File: src/rtl/ssd_bcd_scanner.sv
// ssd_bcd_scanner: serial binary-to-BCD converter feeding a multiplexed seven-segment scanner
module ssd_bcd_scanner #(
  parameter int DIGITS      = 8,
  parameter int VALUE_W     = 27,
  parameter int REFRESH_DIV = 100000
) (
  input  logic               clk,
  input  logic               reset,
  input  logic [VALUE_W-1:0] value,
  input  logic               load,
  input  logic [DIGITS-1:0]  dp_mask,
  output logic               busy,
  output logic               overflow,
  output logic [DIGITS-1:0]  anode,
  output logic [6:0]         seg,
  output logic               dp
);
  localparam int BW = 4 * DIGITS;
  localparam int IW = DIGITS > 1 ? $clog2(DIGITS) : 1;
  localparam int PW = REFRESH_DIV > 1 ? $clog2(REFRESH_DIV) : 1;
  localparam int CW = $clog2(VALUE_W);
  typedef enum logic {IDLE, CONV} state_t;
  state_t             state;
  logic [VALUE_W-1:0] bin;
  logic [BW-1:0]      bcd, adj, disp, bcd_n;
  logic [CW-1:0]      iter;
  logic               sticky, ovf_c, ovf_n;
  logic [PW-1:0]      presc;
  logic [IW-1:0]      idx;
  logic [3:0]         nib;
  logic               blank, wrap;
  logic [6:0]         seg_n;
  function automatic logic [6:0] dec(input logic [3:0] n);
    case (n)
      4'd0:    dec = 7'b0000001;
      4'd1:    dec = 7'b1001111;
      4'd2:    dec = 7'b0010010;
      4'd3:    dec = 7'b0000110;
      4'd4:    dec = 7'b1001100;
      4'd5:    dec = 7'b0100100;
      4'd6:    dec = 7'b0100000;
      4'd7:    dec = 7'b0001111;
      4'd8:    dec = 7'b0000000;
      4'd9:    dec = 7'b0000100;
      default: dec = 7'b1111110;
    endcase
  endfunction
  always_comb begin
    adj = bcd;
    for (int i = 0; i < DIGITS; i++)
      if (bcd[4*i +: 4] >= 4'd5) adj[4*i +: 4] = bcd[4*i +: 4] + 4'd3;
  end
  // A one leaving the top nibble means the prefix already reached 10^DIGITS
  assign bcd_n = {adj[BW-2:0], bin[VALUE_W-1]};
  assign ovf_n = sticky | adj[BW-1];
  assign wrap  = presc == PW'(REFRESH_DIV - 1);
  assign nib   = disp[{idx, 2'b00} +: 4];
  assign blank = (idx != '0) && ((disp >> {idx, 2'b00}) == '0);
  assign seg_n = ovf_c ? 7'b1111110 : blank ? 7'b1111111 : dec(nib);
  always_ff @(posedge clk or posedge reset) begin
    if (reset) begin
      state    <= IDLE;
      bin      <= '0;
      bcd      <= '0;
      iter     <= '0;
      sticky   <= 1'b0;
      disp     <= '0;
      ovf_c    <= 1'b0;
      busy     <= 1'b0;
      overflow <= 1'b0;
      presc    <= '0;
      idx      <= '0;
      anode    <= '1;
      seg      <= 7'b1111111;
      dp       <= 1'b1;
    end else begin
      presc    <= wrap ? '0 : presc + 1'b1;
      idx      <= !wrap ? idx : idx == IW'(DIGITS - 1) ? '0 : idx + 1'b1;
      anode    <= ~(DIGITS'(1) << idx);
      seg      <= seg_n;
      dp       <= ~dp_mask[idx];
      overflow <= ovf_c;
      if (state == IDLE) begin
        if (load) begin
          bin    <= value;
          bcd    <= '0;
          sticky <= 1'b0;
          iter   <= '0;
          busy   <= 1'b1;
          state  <= CONV;
        end
      end else begin
        bcd    <= bcd_n;
        bin    <= bin << 1;
        sticky <= ovf_n;
        iter   <= iter + 1'b1;
        if (iter == CW'(VALUE_W - 1)) begin
          disp  <= bcd_n;
          ovf_c <= ovf_n;
          busy  <= 1'b0;
          state <= IDLE;
        end
      end
    end
  end
endmodule

File: config.mk
export PLATFORM = sky130hd
export DESIGN_NAME = ssd_bcd_scanner
export DESIGN_NICKNAME = d
export VERILOG_FILES = /design/src/rtl/ssd_bcd_scanner.sv
export SDC_FILE = /design/constraint.sdc
export NUM_CORES = 1
export LEC_CHECK = 0
export BUFFER_PORTS_ARGS = -buffer_cell sky130_fd_sc_hd__clkbuf_2
export CAP_MARGIN = 20
export CORE_MARGIN = 2
export CORE_UTILIZATION = 50
export DETAILED_ROUTE_END_ITERATION = 8
export GPL_ROUTABILITY_DRIVEN = 0
export PLACE_DENSITY = 0.76
export SKIP_CTS_REPAIR_TIMING = 1
export SLEW_MARGIN = 10
export SYNTH_ARGS = -nofsm -noshare
export SYNTH_HDL_FRONTEND = slang
export SYNTH_SLANG_ARGS = --single-unit
File: constraint.sdc
create_clock -name clk -period 5.75 [get_ports clk]
set_input_delay 1.15 -clock clk [delete_from_list [all_inputs] [get_ports clk]]
set_output_delay 1.15 -clock clk [all_outputs]
set_load 0.05 [all_outputs]
Yosys cells after proc, flatten, opt, wreduce, memory -nomap -nowiden
Memories as Yosys holds them, arrays and structs flattened.
Cells that the tools add are included.
{ "word_totals": {"register_bits": 137, "latchBits": 0, "mem_bits_rw": 0, "rom_bits": 112, "input_bits": 38, "out_inout_bits": 18, "n_memories": 1} }
{ "op_classes": {"n_addsub": 11, "multipliers": 0, "n_div": 0, "n_lt_le_gt_ge": 9, "n_eq_ne": 4, "n_shift": 3, "mux": 28, "bitwise": 3, "n_reduce_logical": 6} }
{ "memory_table": {"columns": ["name", "words", "width", "rd", "rd_ports_with_merged_regs", "wr", "line_no", "text"], "rows": [
  ["(name not given)", 16, 7, 1, 0, 0, "34", "case (n)"]
]} }
{ "op_table": {"columns": ["cell", "n"], "rows": [
  ["2-to-1 mux 32 bit", 2],
  ["2-to-1 mux 27 bit", 2],
  ["adder 4 x 2 -> 4 bit, second input constant", 8],
  ["greater-or-equal comparator 4 x 3 -> 1 bit, second input constant", 8],
  ["zero test 32 bit", 1],
  ["2-to-1 mux 4 bit", 8],
  ["indexed part select 32 x 6 -> 4 bit", 1],
  [">> shifter 32 x 5 -> 32 bit", 1],
  ["adder 17 x 1 -> 17 bit, second input constant", 1],
  ["equality test 17 bit, second input constant", 1],
  ["2-to-1 mux 17 bit", 1],
  ["2-to-1 mux 7 bit", 2],
  ["2-to-1 mux 5 bit", 2],
  ["2-to-1 mux 1 bit", 9],
  ["NOT 8 bit", 1],
  ["<< shifter 1 x 3 -> 8 bit, first input constant", 1],
  ["adder 5 x 1 -> 5 bit, second input constant", 1],
  ["equality test 5 bit, second input constant", 1],
  ["less-than comparator 3 x 4 -> 1 bit, second input constant", 1],
  ["AND reduction 2 bit", 2],
  ["adder 3 x 1 -> 3 bit, second input constant", 1],
  ["binary-select mux 1 bit (select 3 bit)", 1],
  ["equality test 3 bit, second input constant", 1],
  ["2-to-1 mux 3 bit", 1],
  ["other kinds (6)", 6]
]} }

Depth between registers and ports, before layout
Gate-level depths: netlist (run 1).
{ "depth": {"ltp_word": 5, "mapped_depth": 11} }

Worst setup path after synthesis (run 1)
No wires, ideal clock.
{ "synth_timing": {"path_kind": "register to register", "start": "reg idx[1]", "end": "reg seg[0]", "t_arrival_ns": 2.264, "t_required_ns": 5.677, "setup_slack_ns": 3.413, "stages_incl_launch_ff": 9, "n_path_buf": 1, "period_less_slack_ns": 2.337, "path_cell_list": "dfrtp_1 -> buf_6 -> mux4_1 -> mux2i_2 -> ha_1 -> nand3_1 -> a21oi_1 -> nand4_1 -> a21oi_1"} }
{ "synth_via": {"elab_chain_cells": 5, "elab_cells_between_ends": 8, "cone_classes": "2 x shift; 2 x mux; 3 x reduce/logical; 1 x memory"} }
{ "synth_lines": {"columns": ["element", "line_no", "text"], "rows": [
  ["start, declared", "29", "logic [IW-1:0] idx;"],
  ["start signal, assigned", "78", "idx <= !wrap ? idx : idx == IW'(DIGITS - 1) ? '0 : idx + 1'b1;"],
  ["branches (longest 3 deep; another with memory read (16 x 7 bit))", null, null],
  ["2-to-1 mux 7 bit (*) (2 in series)", "59", "assign seg_n = ovf_c ? 7'b1111110 : blank ? 7'b1111111 : dec(nib);"],
  ["named net seg_n[0]", "32", "logic [6:0] seg_n;"],
  ["end signal, assigned", "80", "seg <= seg_n;"],
  ["end, declared", "15", "output logic [6:0] seg,"]
]} }
Mark *: on every way through the listed nets, which the timed path passes.
A chain may end at the register's enable or synchronous reset.

Final worst setup path (run 1)
Same ends and word-level chain as after synthesis.

==> flow_summary.json, run 1 <==
{
  "synth-seq-cells": 137,
  "p_seq_share_pct": 38.0,
  "antenna_cells": 0,
  "period_minus_slack_ns": 3.04,
  "netlist_instances": 661,
  "synth-edff-count": 0,
  "clkTransAtPathRegs_ns": 0.06,
  "yosys_warnings": 0,
  "viasPerCell": 5.62,
  "finalWirelength_um": 14200,
  "max-slew-margin-rel_pct": 39.7,
  "path_cells": "mux4_1, mux2i_2, ha_1, nand3_1, a21oi_1, nand4_1, a21oi_1",
  "status": "completed",
  "synthDistinctLibCells": 55,
  "synth_area_leaders": "dfrtp_1, mux2i_1, dfstp_2",
  "num_vias": 5072,
  "die_h_um": 122,
  "cts_root_buf": "clkbuf_16",
  "clock_path_buffers": 2,
  "synth_ff_type": "dfrtp_1",
  "grt_pass1_wl_um": 24000,
  "final_nets": 778,
  "synth.top_cell.area_share_pct": 43.2,
  "fp.dieArea_um2": 15000,
  "coreArea_um2": 13800,
  "syn_area_per_cell_um2": 10.6,
  "wl_per_cell_um": 15.7,
  "drive_gt1_share_pct": 19.5,
  "endpoint_kind": "flop",
  "timing.rr.start": "idx[1]",
  "tightest_slew_ns": 0.879,
  "irDropWorstVdd_uv": 279,
  "crit_fanout": 20,
  "pwr-share-clk_pct": 28.1,
  "period_share_pct": 53.0,
  "syn-num-nets": 729,
  "die_w_um": 122,
  "hp-class": "reg -> reg",
  "clock_sinks": 137,
  "dr.pass1.iters": 5,
  "yosysTopAreaCell": "dfrtp_1",
  "syn_to_final_growth_pct": 15.6,
  "cts_made_buffers": 17,
  "powerDensity_nw_per_um2": 543,
  "io-pin-count": 56,
  "power_switching_mw": 1.59,
  "dp_slack_ns": 2.74,
  "setup_tns_ns": 0,
  "leakagePower_nw": 3.75,
  "critPathKind": "reg -> reg",
  "cts_max_level": 4,
  "grt_max_degree": 115,
  "synth_most_common_cell": "dfrtp_1",
  "cap_violations": 0,
  "synthTopCellsByCount": "dfrtp_1, nand2_1, mux2i_1",
  "async_reset_ff_share_pct": 100,
  "cp.required_ns": 6.10,
  "final-hold-violation-count": 0,
  "post-route-drc-count": 0,
  "grt_use_total_pct": 20.6,
  "crit_top_cell": "a21oi_1",
  "worst_path_max_delay_cell": "dfrtp_1",
  "startpoint_type": "flop",
  "antenna_left": 0,
  "slew_viol_final": 0,
  "grt-ovfl-total": 0,
  "skew_ns": 0.00639,
  "setup_violations": 0,
  "initial_core_util_pct": 50.9,
  "grt_pass1_vias": 4986,
  "hp-start": "ovf_c",
  "antenna_found_initial": 0,
  "cts_tree": "yes",
  "synth_area_um2": 7000,
  "portBuffers": 55,
  "core.rowCount": 43,
  "max_stage_delay_ns": 0.82,
  "max_freq_mhz": 328,
  "setup_ws_ns": 2.71,
  "cp-startpoint": "idx[1]",
  "switching_share_pct": 36.2,
  "hpwl_um": 9520,
  "combPwrFrac_pct": 33.9,
  "drtIter0Drc": 394,
  "p_int_mw": 2.81,
  "insertion_delay_ns": 0.42,
  "arrival_ns": 3.39,
  "rsz0062_at_grt": "no",
  "yosysSeqAreaShare_pct": 49.2
}
[power groups by stage]
stage | clock network (mW) | registers (mW) | logic, mW
finish | 1.24 | 1.67 | 1.49
global route | 1.31 | 1.72 | 1.69
CTS | 1.25 | 1.70 | 1.45
detailed placement | 0 | 1.71 | 1.44
global placement | 0 | 1.69 | 1.37
floorplan | 0 | 1.65 | 1.12
[path summary, 6_finish.rpt]
kind	end	slack (ns)	cells past startpoint
min in group asynchronous	presc[13]	0.84	2
worst min register to register	overflow	0.48	0
worst max register to register	seg[0]	2.71	7
worst max-delay path	seg[0]	2.71	7
worst min-delay path	overflow	0.48	0
max in group asynchronous	bcd[5]	3.91	3
[sequential cells by signal (all words and copies together) (netlist names)]
name	flops
sticky	1
seg	7
state	1
anode	8
idx	3
bcd	32
bin	27
ovf_c	1
disp	32
overflow	1
presc	17
iter	5
dp	1
busy	1
[worst max-delay path: cells and delay by family (launching register included)]
kind            cells  cell delay [ns]
mux                 2             1.03
fa+ha+maj           1             0.25
simple gates        2             0.38
flops               1             0.82
compound gates      2             0.48
[per-layer routing]
metal  wire length [um]  vias up  global-route usage (%)
li1                   -     2423                       -
met1               6180     2461                    26.2
met2               6850      154                    33.3
met3                865       34                    5.72
met4                304        0                    8.55
met5                  0        -                       0
[area by class of cell]
class / instances / area [um^2]
clock buffers: 20 / 457
clock inverters: 12 / 221
fillers: 1151 / 5680
inverters: 28 / 108
multi-input cells: 466 / 3300
flip-flops and latches: 137 / 3450
well taps: 180 / 225
repair buffers: 60 / 333
[logic make-up (layout without fill, tap and decap cells)]
group           Yosys count  count (layout)  synth area share (%)
flops                   137             137                  49.2
buf+inv                  58             120                  3.73
xor+xnor                 25              25                  3.13
simple gates            205             205                  13.9
fa+ha+maj                30              30                  5.36
mux                      82              82                  14.3
compound gates          124             124                  10.3
[placed cells by master (no fill, tap or decap), drive strengths merged, types with 16 or more instances in the layout]
master  instances
a21oi          41
clkbuf         75
dfrtp         121
dfstp          16
ha             30
inv            27
mux2           19
mux2i          53
nand2          77
nor2           47
o21ai          48
xnor2          18
[metrics by stage]
step	util, %	hold slack [ns]	area [um^2]	cells	total power [mW]
after floorplan	-	0.396	7000	661	2.77
after global placement	53.7	0.460	7390	870	3.06
after detailed placement	53.7	0.463	7390	870	3.15
after CTS	58.6	0.483	8070	902	4.41
after global routing	58.8	0.511	8100	903	4.71
final	58.8	0.478	8100	903	4.40
(Power assumes the default switching activity.)
==> inputs of run 2 (changes only) <==
clock period = 3 ns   (was 5.75 ns; I/O delays follow)
==> flow_summary.json, run 2 (same netlist as run 1, synthesis figures left out) <==
{
  "finalWirelength_um": 14300,
  "layout_common_cells": "dfrtp_1, nand2_1, clkbuf_2, mux2i_1, o21ai_0",
  "grt_max_degree": 113,
  "final-hold-violation-count": 0,
  "grt_pass1_wl_um": 24000,
  "coreArea_um2": 13800,
  "leakagePower_nw": 3.74,
  "crit_top_cell": "a21oi_1",
  "max_freq_mhz": 380,
  "drtIter0Drc": 350,
  "cp.required_ns": 3.32,
  "rsz0062_at_grt": "no",
  "clock_sinks": 137,
  "seq_area_um2": 3450,
  "final_common_cell": "dfrtp_1",
  "viasPerCell": 5.66,
  "antenna_left": 0,
  "num-fill-cells": 1156,
  "die_w_um": 122,
  "cts_tree": "yes",
  "final_nets": 783,
  "grt_pass1_vias": 5027,
  "p_seq_share_pct": 38.2,
  "combPwrFrac_pct": 35.5,
  "critPathKind": "reg -> reg",
  "path_cells": "mux4_1, nor2_1, a211oi_1, inv_1, ha_1, nand3_1, a21oi_1, a21oi_1, o211ai_1",
  "multi_input_area_um2": 3300,
  "setup_violations": 0,
  "p_int_mw": 5.23,
  "cts_made_buffers": 17,
  "power_switching_mw": 3.05,
  "clock_path_buffers": 2,
  "tightest_slew_ns": 1.09,
  "cts_root_buf": "clkbuf_16",
  "max_stage_delay_ns": 0.53,
  "startpoint_type": "flop",
  "powerDensity_nw_per_um2": 1020,
  "die_h_um": 122,
  "irDropWorstVdd_uv": 494,
  "r2r_slack_ns": 0.37,
  "cp-startpoint": "idx[1]",
  "fp.dieArea_um2": 15000,
  "initial_core_util_pct": 50.9,
  "core.rowCount": 43,
  "setup_tns_ns": 0,
  "hp-class": "in -> async",
  "worst_path_max_delay_cell": "dfrtp_2",
  "hpwl_um": 9700,
  "slew_viol_final": 0,
  "wl_per_cell_um": 15.7,
  "period_minus_slack_ns": 2.63,
  "crit_family": "compound AO/OA/AOI/OAI gates",
  "max-slew-margin-rel_pct": 27.6,
  "syn_to_final_growth_pct": 15.3,
  "io-pin-count": 56,
  "reg.largest.list": "bcd x32, disp x32, bin x27",
  "clkTransAtPathRegs_ns": 0.06,
  "pwr-share-clk_pct": 26.4,
  "arrival_ns": 2.95,
  "cap_violations": 0,
  "fin_util_pct": 58.7,
  "crit_fanout": 15,
  "reg2reg_depth": 9,
  "r2r-end": "seg[2]",
  "switching_share_pct": 36.8,
  "cts_max_level": 4,
  "timing.rr.start": "idx[1]",
  "endpoint_kind": "flop",
  "antenna_found_initial": 0,
  "portBuffers": 55,
  "grt-ovfl-total": 0,
  "post-route-drc-count": 0,
  "grt_use_total_pct": 20.4,
  "antenna_cells": 0,
  "crit_buf_inv": 1,
  "period_share_pct": 87.8,
  "dr.pass1.iters": 4,
  "drive_gt1_share_pct": 19.6,
  "insertion_delay_ns": 0.42,
  "worstSetupEndpoint": "seg[2]",
  "num_vias": 5137,
  "status": "completed",
  "skew_ns": 0.00772,
  "cp.depth": 9
}
run 2: changes by cell type in the layout (fill, tap and decap cells not counted):
cell        previous run  this run
buf_16                 1         0
inv_4                  1         0
bufinv_16              6         4
clkinvlp_4             3         2
clkbuf_1               1         5
dfrtp_2                0         1
clkinv_4               1         0
clkinv_2               2         3
dfrtp_1              120       119
buf_12                 0         2
buf_4                  4         8
run 2: through the flow:
stage / power, mW / std cells / area (um^2) / hold WS [ns] / setup slack [ns]
floorplan: 5.30 / 661 / 7010 / 0.396 / 0.663
global placement: 5.88 / 876 / 7460 / 0.433 / 0.366
detailed placement: 6.07 / 876 / 7460 / 0.427 / 0.233
CTS: 8.30 / 908 / 8080 / 0.193 / 0.199
global route: 8.86 / 908 / 8080 / 0.211 / 0.159
finish: 8.28 / 908 / 8080 / 0.187 / 0.366
run 2: area by class of cell:
class / instances / share of cell area [%]
Clock buffer: 24 / 5.84
Clock inverter: 8 / 1.77
Inverter: 28 / 1.35
Multi-Input combinational cell: 466 / 40.9
Sequential cell: 137 / 42.7
Tap cell: 180 / 2.79
Timing Repair Buffer: 65 / 4.65
run 2: routing by layer:
metal  wire length [um]  GRT usage (%)  share of wire (%)
met4                217           6.47                1.5
met5                  0              0                  0
met3                883           5.95                6.2
met2               6900           32.6                 48
met1               6260           26.9                 44
run 2: power groups by stage:
stage          sequential (mW)  combinational (mW)  clock (mW)
3_5_place_dp              3.16                2.91           0
3_3_place_gp              3.11                2.77           0
6_report                  3.16                2.93        2.18
4_1_cts                   3.15                2.95        2.20
2_1_floorplan             3.15                2.15           0
5_1_grt                   3.24                3.31        2.31
run 2: worst min-delay path by stage:
stage                          end  start  slack, ns
after CTS                   bin[2]  reset       0.19
after floorplan           overflow  ovf_c       0.40
final                      bin[21]  reset       0.19
after detailed placement  overflow  ovf_c       0.43
after global placement    overflow  ovf_c       0.43
after global routing       bin[24]  reset       0.21
==> inputs of run 3 (changes only) <==
CELL_PAD_IN_SITES_DETAIL_PLACEMENT = 1   (was default)
CELL_PAD_IN_SITES_GLOBAL_PLACEMENT = 2   (was default)
CORE_UTILIZATION = 40   (was 50)
PLACE_DENSITY = 0.88   (was 0.76)
==> flow_summary.json, run 3 (same netlist as run 1, synthesis figures left out) <==
{
  "status": "completed",
  "slew_viol_final": 0,
  "core.rowCount": 48,
  "power_switching_mw": 3.20,
  "die_h_um": 136,
  "place_inst": 921,
  "viasPerCell": 5.41,
  "cap_violations": 0,
  "final-hold-violation-count": 0,
  "routed.top_layer": "met4",
  "dr.pass1.iters": 4,
  "final_nets": 784,
  "routed-wl-met2_um": 8390,
  "wl_per_cell_um": 17.5,
  "antenna_cells": 0,
  "period_share_pct": 88.1,
  "fin_util_pct": 47.0,
  "switching_share_pct": 39.1,
  "irDropWorstVdd_uv": 478,
  "leakagePower_nw": 3.72,
  "skew_ns": 0.0107,
  "endpoint_kind": "flop",
  "io-pin-count": 56,
  "grt-ovfl-total": 0,
  "pwr-share-clk_pct": 24.3,
  "clkTransAtPathRegs_ns": 0.06,
  "p_int_mw": 4.99,
  "reg2reg_depth": 10,
  "wl_met1_um": 7230,
  "timing.rr.start": "idx[1]",
  "setup_tns_ns": 0,
  "grt_pass1_wl_um": 28000,
  "initial_core_util_pct": 40.6,
  "drive_gt1_share_pct": 20.3,
  "combPwrFrac_pct": 36.7,
  "r2r-end": "seg[0]",
  "clock_sinks": 137,
  "period_minus_slack_ns": 2.64,
  "dr_wl_met3_um": 755,
  "final_common_cell": "dfrtp_1",
  "startpoint_type": "flop",
  "finalWirelength_um": 16700,
  "grt_pass1_vias": 5594,
  "cts_max_level": 4,
  "post-route-drc-count": 0,
  "hp-class": "in -> async",
  "cts_tree": "yes",
  "syn_to_final_growth_pct": 15.6,
  "coreArea_um2": 17200,
  "insertion_delay_ns": 0.43,
  "crit_fanout": 15,
  "num_vias": 5158,
  "r2r_slack_ns": 0.36,
  "hpwl_um": 11300,
  "antenna_left": 0,
  "arrival_ns": 2.99,
  "critPathKind": "reg -> reg",
  "cts_root_buf": "clkbuf_16",
  "grt_max_degree": 138,
  "setup_violations": 0,
  "portBuffers": 55,
  "cts_made_buffers": 17,
  "max-slew-margin-rel_pct": 38.6,
  "max_freq_mhz": 378,
  "clock_path_buffers": 2,
  "fin_cells": 954,
  "fp.dieArea_um2": 18600,
  "num-fill-cells": 1893,
  "layout_common_cells": "dfrtp_1, nand2_1, clkbuf_2, mux2i_1, o21ai_0",
  "p_seq_share_pct": 39.0,
  "rsz0062_at_grt": "no",
  "reg.largest.list": "bcd x32, disp x32, bin x27",
  "powerDensity_nw_per_um2": 1010,
  "drtIter0Drc": 183,
  "tightest_slew_ns": 0.917,
  "antenna_found_initial": 0,
  "grt_use_total_pct": 19.2,
  "die_w_um": 136,
  "cp.required_ns": 3.35
}
[run 3: worst max-delay path, stage by stage (launching register included)]
cell and delay, ns:
dfrtp_4 0.55, and2b_2 0.24, a211oi_1 0.41, a211oi_2 0.21, inv_1 0.14, ha_1 0.20, nand3_1 0.09, a21oi_1 0.28
nand4_1 0.13, buf_4 0.17, a21oi_1 0.14
[run 3: power by group through the flow]
stage | sequential (mW) | clock (mW) | combinational (mW)
2_1_floorplan | 3.15 | 0 | 2.15
3_3_place_gp | 3.16 | 0 | 2.79
3_5_place_dp | 3.21 | 0 | 3.00
4_1_cts | 3.19 | 2.04 | 3.05
5_1_grt | 3.29 | 2.12 | 3.39
6_report | 3.19 | 1.99 | 3.01
[run 3: how the worst max path moves through the flow]
stage	start	cells after the start	slack, ns	endpoint
floorplan	idx[1]	8	0.66	seg[0]
detailed placement	idx[1]	10	0.05	seg[0]
finish	idx[1]	10	0.36	seg[0]
global route	idx[1]	10	0.16	seg[0]
CTS	idx[1]	9	-0.02	seg[4]
global placement	idx[1]	9	0.30	seg[2]
[run 3: routing by layer]
layer	vias to the layer above	GRT usage, %
li1	2444	-
met1	2582	23.5
met2	106	32.5
met3	26	5.29
met4	0	6.83
met5	-	0
[run 3: stage by stage]
step / hold slack, ns / power, mW / area, um^2 / setup WS [ns]
2_1_floorplan: 0.396 / 5.30 / 7010 / 0.663
3_3_place_gp: 0.441 / 5.95 / 7520 / 0.298
3_5_place_dp: 0.450 / 6.21 / 7520 / 0.0497
4_1_cts: 0.404 / 8.28 / 8080 / -0.0233
5_1_grt: 0.404 / 8.80 / 8100 / 0.162
6_report: 0.315 / 8.19 / 8100 / 0.356
[run 3: layout make-up]
class	count	area (um^2)	share of cell area, %
Multi-Input combinational cell	466	3310	40.9
Timing Repair Buffer	66	383	4.73
Sequential cell	137	3460	42.7
Inverter	28	109	1.34
Tap cell	225	282	3.48
Clock buffer	21	460	5.69
Clock inverter	11	97.6	1.21
